**src/rtl/uart_tx_ctrl.sv**
```systemverilog
`default_nettype none
// ============================================================================
// Module   : uart_tx_ctrl
// Purpose  : Transmit-side sequencer. Pops one byte at a time from the TX
//            FIFO, hands it to the UART transmitter with a one-cycle start
//            pulse, waits for the frame to finish (guarded by a watchdog),
//            counts completed frames and optionally idles between frames.
// Options  : CTS_FLOW_EN - when defined, cts_n is synchronised (2 flops,
//            reset to "not clear") and gates the start of new frames. When
//            undefined, cts_n is ignored and the link is always clear.
// Ports    : clk, rst (async, active high)
//            enable        in   allow new frames to start
//            cts_n         in   clear-to-send, active low, asynchronous
//            fifo_empty    in   TX FIFO empty flag
//            fifo_rd_en    out  TX FIFO read strobe (one cycle per byte)
//            fifo_rd_data  in   TX FIFO data, valid the cycle after a read
//            tx_start      out  one-cycle frame start pulse
//            tx_data       out  byte for the transmitter, held until reload
//            tx_busy       in   transmitter busy
//            tx_done       in   one-cycle frame complete pulse
//            ctrl_busy     out  high whenever the sequencer is not idle
//            frame_cnt     out  16-bit wrapping completed-frame counter
//            timeout_err   out  one-cycle pulse when the watchdog expires
// Revision : 1.0 - initial release
// ============================================================================
module uart_tx_ctrl #(
  parameter int DATA_WD    = 8,
  parameter int GAP_CYCLES = 0,
  parameter int TIMEOUT    = 65535
) (
  input  logic               clk,
  input  logic               rst,
  input  logic               enable,
  input  logic               cts_n,
  input  logic               fifo_empty,
  output logic               fifo_rd_en,
  input  logic [DATA_WD-1:0] fifo_rd_data,
  output logic               tx_start,
  output logic [DATA_WD-1:0] tx_data,
  input  logic               tx_busy,
  input  logic               tx_done,
  output logic               ctrl_busy,
  output logic [15:0]        frame_cnt,
  output logic               timeout_err
);

  typedef enum logic [2:0] {
    ST_IDLE  = 3'd0,
    ST_FETCH = 3'd1,
    ST_LOAD  = 3'd2,
    ST_SEND  = 3'd3,
    ST_GAP   = 3'd4
  } state_t;

  // Counter widths leave headroom so the terminal values always fit.
  localparam int WD_W  = $clog2(TIMEOUT + 2);
  localparam int GAP_W = $clog2(GAP_CYCLES + 2);
  localparam bit WD_EN  = (TIMEOUT > 0);
  localparam bit GAP_EN = (GAP_CYCLES > 0);
  localparam logic [WD_W-1:0]  WD_LAST  = WD_W'((TIMEOUT > 0) ? TIMEOUT - 1 : 0);
  localparam logic [GAP_W-1:0] GAP_LAST = GAP_W'((GAP_CYCLES > 0) ? GAP_CYCLES - 1 : 0);

  state_t             state_q, state_d;
  logic               fifo_rd_en_q, fifo_rd_en_d;
  logic               tx_start_q, tx_start_d;
  logic [DATA_WD-1:0] tx_data_q, tx_data_d;
  logic               ctrl_busy_q, ctrl_busy_d;
  logic [15:0]        frame_cnt_q, frame_cnt_d;
  logic               timeout_err_q, timeout_err_d;
  logic [WD_W-1:0]    wd_cnt_q, wd_cnt_d;
  logic [GAP_W-1:0]   gap_cnt_q, gap_cnt_d;

  logic cts_clear;
  logic start_ok;
  logic done_seen;
  logic wd_fire;

  // --------------------------------------------------------------------------
  // Clear-to-send
  // --------------------------------------------------------------------------
`ifdef CTS_FLOW_EN
  logic cts_meta_q;
  logic cts_sync_q;

  // Flops reset to 1 so nothing starts until the far end has been seen clear.
  always_ff @(posedge clk or posedge rst) begin
    if (rst) begin
      cts_meta_q <= 1'b1;
      cts_sync_q <= 1'b1;
    end else begin
      cts_meta_q <= cts_n;
      cts_sync_q <= cts_meta_q;
    end
  end

  assign cts_clear = ~cts_sync_q;
`else
  logic unused_cts_n;
  assign unused_cts_n = cts_n;
  assign cts_clear    = 1'b1;
`endif

  assign start_ok  = enable && !fifo_empty && !tx_busy && cts_clear;
  // tx_start_q is high exactly in the first SEND cycle, where a stale
  // tx_done from the previous frame must not be taken as completion.
  assign done_seen = tx_done && !tx_start_q;
  assign wd_fire   = WD_EN && (wd_cnt_q == WD_LAST);

  // --------------------------------------------------------------------------
  // Next-state and next-output logic
  // --------------------------------------------------------------------------
  always_comb begin
    state_d       = state_q;
    tx_data_d     = tx_data_q;
    frame_cnt_d   = frame_cnt_q;
    timeout_err_d = 1'b0;
    wd_cnt_d      = wd_cnt_q;
    gap_cnt_d     = gap_cnt_q;

    unique case (state_q)
      ST_IDLE: begin
        if (start_ok) begin
          state_d = ST_FETCH;
        end
      end
      ST_FETCH: begin
        state_d = ST_LOAD;
      end
      ST_LOAD: begin
        tx_data_d = fifo_rd_data;
        wd_cnt_d  = '0;
        state_d   = ST_SEND;
      end
      ST_SEND: begin
        wd_cnt_d = wd_cnt_q + 1'b1;
        // Completion takes priority over a watchdog expiry in the same cycle.
        if (done_seen) begin
          frame_cnt_d = frame_cnt_q + 16'd1;
          gap_cnt_d   = '0;
          state_d     = GAP_EN ? ST_GAP : ST_IDLE;
        end else if (wd_fire) begin
          timeout_err_d = 1'b1;
          state_d       = ST_IDLE;
        end
      end
      ST_GAP: begin
        if (gap_cnt_q == GAP_LAST) begin
          state_d = ST_IDLE;
        end else begin
          gap_cnt_d = gap_cnt_q + 1'b1;
        end
      end
      default: begin
        state_d = ST_IDLE;
      end
    endcase

    // Outputs are registered copies of the decode of the next state, so they
    // line up with the state they belong to without any input-to-output path.
    fifo_rd_en_d = (state_d == ST_FETCH);
    tx_start_d   = (state_q == ST_LOAD);
    ctrl_busy_d  = (state_d != ST_IDLE);
  end

  // --------------------------------------------------------------------------
  // State and output registers
  // --------------------------------------------------------------------------
  always_ff @(posedge clk or posedge rst) begin
    if (rst) begin
      state_q       <= ST_IDLE;
      fifo_rd_en_q  <= 1'b0;
      tx_start_q    <= 1'b0;
      tx_data_q     <= '0;
      ctrl_busy_q   <= 1'b0;
      frame_cnt_q   <= '0;
      timeout_err_q <= 1'b0;
      wd_cnt_q      <= '0;
      gap_cnt_q     <= '0;
    end else begin
      state_q       <= state_d;
      fifo_rd_en_q  <= fifo_rd_en_d;
      tx_start_q    <= tx_start_d;
      tx_data_q     <= tx_data_d;
      ctrl_busy_q   <= ctrl_busy_d;
      frame_cnt_q   <= frame_cnt_d;
      timeout_err_q <= timeout_err_d;
      wd_cnt_q      <= wd_cnt_d;
      gap_cnt_q     <= gap_cnt_d;
    end
  end

  assign fifo_rd_en  = fifo_rd_en_q;
  assign tx_start    = tx_start_q;
  assign tx_data     = tx_data_q;
  assign ctrl_busy   = ctrl_busy_q;
  assign frame_cnt   = frame_cnt_q;
  assign timeout_err = timeout_err_q;

endmodule
`default_nettype wire

```
**config.mk**
```make
export PLATFORM = sky130hd
export DESIGN_NAME = uart_tx_ctrl
export DESIGN_NICKNAME = d
export VERILOG_FILES = /design/src/rtl/uart_tx_ctrl.sv
export SDC_FILE = /design/constraint.sdc
export NUM_CORES = 1
export LEC_CHECK = 0
export BUFFER_PORTS_ARGS = -buffer_cell sky130_fd_sc_hd__buf_2
export CORE_UTILIZATION = 58
export CTS_BUF_LIST = sky130_fd_sc_hd__clkbuf_16
export CTS_CLUSTER_DIAMETER = 50
export CTS_CLUSTER_SIZE = 30
export DETAILED_ROUTE_END_ITERATION = 7
export PLACE_DENSITY = 0.84
export RECOVER_POWER = 25
export REMOVE_ABC_BUFFERS = 1
export SETUP_SLACK_MARGIN = 0.4
export SLEW_MARGIN = 20
export SYNTH_ARGS = -nofsm -noshare
export SYNTH_HDL_FRONTEND = slang
export SYNTH_SLANG_ARGS = --single-unit
```
**constraint.sdc**
```tcl
create_clock -name clk -period 2.71 [get_ports clk]
set_input_delay 0.813 -clock clk [delete_from_list [all_inputs] [get_ports clk]]
set_output_delay 0.813 -clock clk [all_outputs]
set_load 0.01 [all_outputs]
```
Word-level counts from Yosys, hierarchy flattened. Index checks and enable logic that the tools add are counted.

Flip-flop bits (word level): 49.

Add/sub/neg operators: 3. Equal/unequal tests: 7. Multiplexer cells: 12. Reductions and logical operators: 12.

Operator list (number): $pmux 17 s2 (1); $add 17x1->17 const B (1); $eq 17x16->1 const B (1); $add 16x1->16 const B (1); $pmux 3 s5 (1); $mux 3 (4); $eq 3x1->1 const B (2); $eq 3x2->1 const B (2); $mux 1 (5); $reduce_and 2->1 (2); $reduce_bool 2->1 (2); $eq 3x3->1 const B (1); $logic_and 1x1->1 (3); $logic_not 1->1 (3); $logic_not 3->1 (1); $reduce_bool 3->1 (1); $ne 2x2->1 const B (1); $pmux 1 s2 (1); $add 1x1->1 const B (1).

Depth between registers and ports, before layout. Gate-level depths: netlist of the first run.

Depth after elaboration: 6. Gate-level depth with buffers: 6. Depth with buffers taken out: 6.

Worst setup path before layout of the first run. No wires, ideal clock.

Path type: input -> register. From: input port tx_done. To: register frame_cnt_q[12] (netlist: frame_cnt[12]). Library setup time: 0.125 ns. Data arrival time: 1.719 ns. Data required time: 2.585 ns. Setup slack: 0.866 ns. Cell stages on the path: 5. Path through: nor2b_1 and3_1 clkbuf_1 nand4_1 xnor2_1.

Word-level cells in the longest chain between the ends: 2.

Ends and longest elaborated chain: start, declared (RTL line 41) `input logic tx_done,`; $logic_and 1x1->1 (RTL line 106) `assign done_seen = tx_done && !tx_start_q;`; $reduce_and 2->1 (no source line); end signal, assigned (RTL line 185) `frame_cnt_q <= frame_cnt_d;`; end, declared (RTL line 68) `logic [15:0] frame_cnt_q, frame_cnt_d;`.

No other way between the ends. A chain may end at the register's enable or synchronous reset.

Final worst setup path of the first run.
From: register state_q[2]. To: register wd_cnt_q[13].

Word-level cells in the longest chain between the ends: 2. Elaborated cells on any way between the ends: 4. Those cells by class: 2 x eq/ne; 1 x mux; 1 x reduce/logical.

Ends and longest elaborated chain: start, declared (RTL line 63) `state_t state_q, state_d;`; start signal, assigned (RTL line 180) `state_q <= state_d;`; $eq 3x2->1 (RTL line 120) `unique case (state_q)`; $pmux 17 s2 or $reduce_bool 2->1 (tied branches); end signal, assigned (RTL line 187) `wd_cnt_q <= wd_cnt_d;`; end, declared (RTL line 70) `logic [WD_W-1:0] wd_cnt_q, wd_cnt_d;`.

Parallel ways exist; a longest one is shown, timed or not.

==> qor.yml, run 1 <==
logic_synthesis:
  synthDistinctLibCells: 34
  async_flop_share_pct: 100
  synth-seq-area-share_pct: 55.0
  syn-cell-area_um2: 2180
  avgSynthCellArea_um2: 10.9
  synth_cells: 200
  synth_common_cells: "48 x dfrtp_1, 13 x nand2_1, 13 x xnor2_1, 12 x nand3_1"
  yosys.area.top_type: "dfrtp_1"
  synth_flop_cell: "dfrtp_1"
  synthDominantCellAreaShare_pct: 55.0
  muxShareOfSynthArea_pct: 4.64
  yosys_warnings: 0
  synth_most_common_cell: "dfrtp_1"
  synthTopCellsByArea: "dfrtp_1 55%, xnor2_1 5.2%, mux2_2 4.6%"
  synth_top_family_by_area: "simple AND/OR/NAND/NOR gates"
  synth-xor-area-share_pct: 8.42
  yosys_register_bits: 48
  yosys.area_share.adder_pct: 1.72
  synth_edf_count: 0
  synth_compound_area_share_pct: 5.73
  synth-simple-area-share_pct: 22.3
detailed_routing:
  top_layer: "met4"
  via_per_inst: 5.65
  num_vias: 1645
  m1WireLength_um: 1850
  wl_met3_um: 194
  drt-initial-drc-count: 163
  post-route-drc-count: 0
  routed-wl-met2_um: 1890
  wl_per_cell_um: 13.8
  ant_nets: 0
  drt-total-wl_um: 4010
  dr.pass1.iters: 4
sta:
  setup_tns_ps: 0
  max_freq_mhz: 528
  setup_viol: 0
  tightest_slew_ps: 1100
  rsz0062_at_grt: "no"
  layout_setup_ws_ps: 816
  finalHoldViolCount: 0
  period_needed_ps: 1890
  slew_headroom_pct: 26.4
  clock_skew_ps: 6.40
  slew_violations: 0
  finalCritPeriodShare_pct: 69.9
floorplan:
  die_area_um2: 4020
  initial_core_util_pct: 63.0
  io_pins: 43
  rows: 21
  coreArea_um2: 3470
  die_y_um: 63.4
  dieWidth_um: 63.4
clock_tree:
  cts_root_buffer: "clkbuf_16"
  cts_sinks: 48
  numCtsBuffers: 5
  clk-insertion-delay-late_ps: 280
  clk_pin_slew_ps: 60
  cts_resized: 0
  htree_levels: 2
  ctsHoldBuffers: 0
  postCtsSetupBuffers: 0
  cts_tree: "built"
  cts_buffer_depth: 2
power:
  p_sw_mw: 0.391
  clkPwrFrac_pct: 39.9
  cellLeakagePower_nw: 1.28
  swShare_pct: 23.0
  p_seq_share_pct: 48.5
  internal_power_mw: 1.31
  power_frac_comb_pct: 11.6
  ir_drop_mv: 0.623
  power_density_nw_per_um2: 654
outcome:
  status: "finished, final reports clean"
job:
  drv_cap: 0
layout:
  fin_nets: 262
  diodes: 0
  final_cell_area_um2: 2600
  drive_above_1_share_pct: 25.3
  areaGrowthSynthToFinish_pct: 19.1
grt:
  grt_pass1_vias: 1599
  grt_pass1_wl_um: 6950
  grt_max_degree: 49
  antenna_found_initial: 0
  grt_usage_pct: 22.3
  grt_overflow: 0
placed_design:
  place_ws_ps: 706
  io_buffers: 41
  gp_congestion: 0.793
  place_area_um2: 2450
  place_hpwl_um: 2830
critical_path:
  cp-start-kind: "register"
  rr_endpoint: "wd_cnt_q[13]"
  r2r_start: "state_q[2]"
  ff2ff_path_depth: 4
  crit_path_max_fanout: 14
  arrival_ps: 2100
  rrSetupSlack_ps: 820
  critPathRequiredTime_ps: 2920
  end_kind: "register"
  path_class: "reg2reg"
min_path:
  hold_class: "reg2reg"
  holdPathStages: 1
  min_from: "frame_cnt[8]"
  min_to: "frame_cnt[8]"
-- placed cells by master, fill, tap and decap left out, types with 2 or more instances in the layout --
master and n:
nor2_1 8, or3_1 5, and2_1 2, o21ai_0 10, nor2b_1 2, xnor2_1 13, and3_1 9, clkinv_1 2
or4_1 3, nand3_1 12, ha_1 3, o31ai_1 2, a21oi_1 10, and3b_1 4, buf_2 41, xor2_1 8
clkbuf_16 5, inv_1 4, nand4_1 8, dfrtp_1 48, nand2_1 13, nor3_1 7, mux2_2 9, and4_1 3
-- worst max-delay path, stage by stage (launching register included) --
cell and delay, ps:
dfrtp_1 440, nand2b_2 320, or3_1 530, or3_1 380
a21oi_1 150
-- worst max-delay path by stage --
stage               slack, ps            end  startpoint  depth (start not counted)
finish                    820   wd_cnt_q[13]  state_q[2]                          4
floorplan                 720     tx_data[0]  state_q[2]                          3
detailed placement        710  frame_cnt[12]     tx_done                          5
global route              620     tx_data[3]  state_q[2]                          3
global placement          730  frame_cnt[12]     tx_done                          5
CTS                       800     tx_data[3]  state_q[2]                          3
-- power groups by stage --
stage	sequential (mW)	clock (mW)	combinational, mW
floorplan	0.861	0	0.0855
detailed placement	0.835	0	0.205
finish	0.825	0.679	0.198
global route	0.834	0.714	0.216
CTS	0.825	0.688	0.205
global placement	0.835	0	0.198
-- logic make-up (layout without fill, tap and decap cells) --
logic type,Yosys count,in the layout
xor+xnor,21,21
buf+inv,11,56
mux,9,9
other cells,1,1
compound gates,23,23
flops,48,48
simple gates,84,84
fa+ha+maj,3,3
-- through the flow --
stage          hold slack [ps]  utilization [%]  std cells  power, mW
2_1_floorplan              481                -        194      0.947
3_3_place_gp               459             70.6        283       1.03
3_5_place_dp               475             70.6        283       1.04
4_1_cts                    487             75.5        291       1.72
5_1_grt                    507             75.0        291       1.76
6_report                   479             75.0        291       1.70
-- area by class of cell --
type                            instances  area (µm²)
Clock inverter                          3        42.5
Fill cell                             258         866
Multi-Input combinational cell        141         940
Clock buffer                            5         125
Timing Repair Buffer                   43         218
Sequential cell                        48        1200
Inverter                                5        18.8
Tap cell                               46        57.6
-- sequential cells by signal, summed over array words and instances, names as in the netlist --
register     flops
ctrl_busy        1
fifo_rd_en       1
frame_cnt       16
state_q          3
timeout_err      1
tx_data          8
tx_start         1
wd_cnt_q        17
-- metal layers --
| layer | GRT usage, % | vias up |
|---|---|---|
| li1 | - | 796 |
| met2 | 35.0 | 46 |
| met1 | 29.6 | 796 |
| met5 | 0 | - |
| met4 | 8.81 | 0 |
| met3 | 5.62 | 7 |
Note: power is estimated with default switching activity, not from simulation.
==> inputs of run 2 (changes only) <==
--- a/config.mk
+++ b/config.mk
@@ -6,12 +6,12 @@
 export NUM_CORES = 1
 export LEC_CHECK = 0
 export BUFFER_PORTS_ARGS = -buffer_cell sky130_fd_sc_hd__buf_2
-export CORE_UTILIZATION = 58
+export CORE_UTILIZATION = 49
 export CTS_BUF_LIST = sky130_fd_sc_hd__clkbuf_16
 export CTS_CLUSTER_DIAMETER = 50
 export CTS_CLUSTER_SIZE = 30
 export DETAILED_ROUTE_END_ITERATION = 7
-export PLACE_DENSITY = 0.84
+export PLACE_DENSITY = 0.76
 export RECOVER_POWER = 25
 export REMOVE_ABC_BUFFERS = 1
 export SETUP_SLACK_MARGIN = 0.4
==> constraint.sdc (replaced) <==
create_clock -name clk -period 1.55 [get_ports clk]
set_input_delay 0.465 -clock clk [delete_from_list [all_inputs] [get_ports clk]]
set_output_delay 0.465 -clock clk [all_outputs]
set_load 0.01 [all_outputs]
==> qor.yml, run 2 (synthesis results as in run 1) <==
placed_design:
  place_area_um2: 2610  # +6.3%
  io_buffers: 41  # unchanged
  gp_congestion: 0.833  # +5.1%
  placed_cells: 307  # +8.5%
  place_hpwl_um: 3060  # +8.2%
clock_tree:
  cts_root_buffer: "clkbuf_16"
  cts_buffer_depth: 2  # unchanged
  cts_sinks: 48  # unchanged
  clk-insertion-delay-late_ps: 300  # +20 ps
  ctsHoldBuffers: 0  # unchanged
  cts_tree: "built"
  clk_pin_slew_ps: 60  # about the same
  htree_levels: 2  # unchanged
  numCtsBuffers: 5  # unchanged
power:
  power_density_nw_per_um2: 908  # +39%
  cellLeakagePower_nw: 1.76  # +38%
  total_power_mw: 3.17  # +86%
  ir_drop_mv: 0.820  # +32%
critical_path:
  ff2ff_path_depth: 6  # +2
  rr_endpoint: "wd_cnt_q[12]"
  crit_chain: "ha_2 -> and3_4 -> buf_4 -> nand3_1 -> or3_1 -> a21oi_1"
  end_kind: "register"
  crit_path_max_fanout: 4  # -10
  critPathRequiredTime_ps: 1780  # -1140 ps
  slowest_delay_ps: 430  # -100 ps
  r2r_start: "wd_cnt_q[1]"
  cp-startpoint: "wd_cnt_q[1]"
  crit_slowest_cell: "dfrtp_1"
  rrSetupSlack_ps: -80  # -900 ps
  cp-start-kind: "register"
  path_class: "reg2reg"
  arrival_ps: 1860  # -240 ps
layout:
  final_cell_area_um2: 3490  # +34%
  layout_common_cells: "48 x buf_4, 43 x dfrtp_1, 35 x buf_2"
  diodes: 0  # unchanged
  fillerInstances: 187  # -28%
  drive_above_1_share_pct: 60.5  # +35 points
  areaGrowthSynthToFinish_pct: 59.8
  final_common_cell: "buf_4"
  fin_cells: 356  # +22%
  largest_reg_flops: 17  # unchanged
  fin_nets: 324  # +24%
  top_register: "wd_cnt_q"
floorplan:
  rows: 23  # +9.5%
  io_pins: 43  # unchanged
  dieWidth_um: 68.8  # +8.5%
  coreArea_um2: 4140  # +19%
  initial_core_util_pct: 52.7  # -10 points
  die_y_um: 68.8  # +8.5%
  die_area_um2: 4730  # +18%
sta:
  whs_ps: 409  # -70.3 ps
  slew_violations: 0  # unchanged
  setup_viol: 10  # +10
  tightest_slew_ps: 1060  # -44.4 ps
  rsz0062_at_grt: "yes"
  layout_setup_ws_ps: -83.7  # -899 ps
  slew_headroom_pct: 29.4  # +3.0 points
  max_freq_mhz: 612  # +16%
  finalHoldViolCount: 0  # unchanged
  clock_skew_ps: 5.88  # -0.521 ps
  finalCritPeriodShare_pct: 105  # +36 points
  period_needed_ps: 1630  # -261 ps
min_path:
  min_from: "fifo_rd_data[2]"
  holdPathStages: 2  # +1
  min_to: "tx_data[2]"
  hold_class: "in2reg"
outcome:
  status: "complete, but fails checks"
  violations: "setup timing"
job:
  drv_cap: 0  # unchanged
grt:
  grt_usage_pct: 28.9  # +6.6 points
  grt_pass1_vias: 1990  # +24%
  grt_overflow: 0  # unchanged
  grt_pass1_wl_um: 9670  # +39%
  grt_max_degree: 49  # unchanged
  antenna_found_initial: 0  # unchanged
detailed_routing:
  ant_nets: 0  # unchanged
  num_vias: 2131  # +30%
  via_per_inst: 5.99  # +5.9%
  post-route-drc-count: 0  # unchanged
  dr.pass1.iters: 4  # unchanged
  drt-initial-drc-count: 223  # +37%
  wl_per_cell_um: 21.7  # +57%
  drt-total-wl_um: 7710  # +93%
run 2: changes by cell type in the layout (fill, tap and decap cells not counted), moves of 6 or more:
cell,before,now
and3_1,9,3
a21oi_1,10,4
buf_2,41,35
xnor2_1,13,4
mux2_2,9,0
nand3_1,12,4
buf_4,1,48
a21oi_2,0,6
buf_6,0,22
xnor2_2,0,9
mux2_4,0,9
run 2: final cells by class:
class | count | area (µm²) | share of cell area, %
flip-flops and latches | 48 | 1210 | 34.6
clock inverters | 2 | 8.76 | 0.251
clock buffers | 5 | 125 | 3.58
inverters | 5 | 18.8 | 0.538
repair buffers | 105 | 783 | 22.4
well taps | 50 | 62.6 | 1.79
multi-input cells | 141 | 1280 | 36.8
run 2: where the power goes:
group | internal, mW | switching (mW) | leakage, nW
registers | 1.37 | 0.100 | 0.639
logic | 0.376 | 0.277 | 1.05
clock network | 0.581 | 0.471 | 0.0709
run 2: worst max path at each step:
stage	end	slack, ps
2_1_floorplan	tx_data[0]	-440
3_3_place_gp	frame_cnt[14]	-50
3_5_place_dp	frame_cnt[12]	-90
4_1_cts	wd_cnt_q[14]	-20
5_1_grt	wd_cnt_q[12]	-150
6_report	wd_cnt_q[12]	-80
run 2: per-layer routing:
layer  vias up  routed length [µm]  global-route usage (%)  part of all wire [%]
met5         -                   0                       0                     0
met4         0                 300                    15.8                   3.9
met3        24                 365                    7.73                   4.7
met2       102                3950                    47.1                    51
met1      1089                3100                    34.7                    40
li1        916                   -                       -                     -
run 2: timing repair:
item / CTS / global route
resized for setup: 59 / 50
setup buffers: 24 / 18
pin swaps: 35 / 17
endpoints found under the setup margin: 72 / 72
run 2: worst max-delay path, delay by kind of cell (launching register included):
kind	cells	cell delay [ps]
AND/OR/NAND/NOR	3	650
adder cells (fa/ha/maj)	1	240
buffers and inverters	1	130
AO/OA/AOI/OAI	1	120
flip-flops	1	430
run 2: per-stage QoR:
stage	setup WS, ps	setup TNS (ps)	util [%]
floorplan	-437	-8290	-
global placement	-49.1	-381	62.9
detailed placement	-92.1	-769	62.9
CTS	-22.6	-47.7	75.8
global route	-149	-1210	84.2
finish	-83.7	-356	84.2
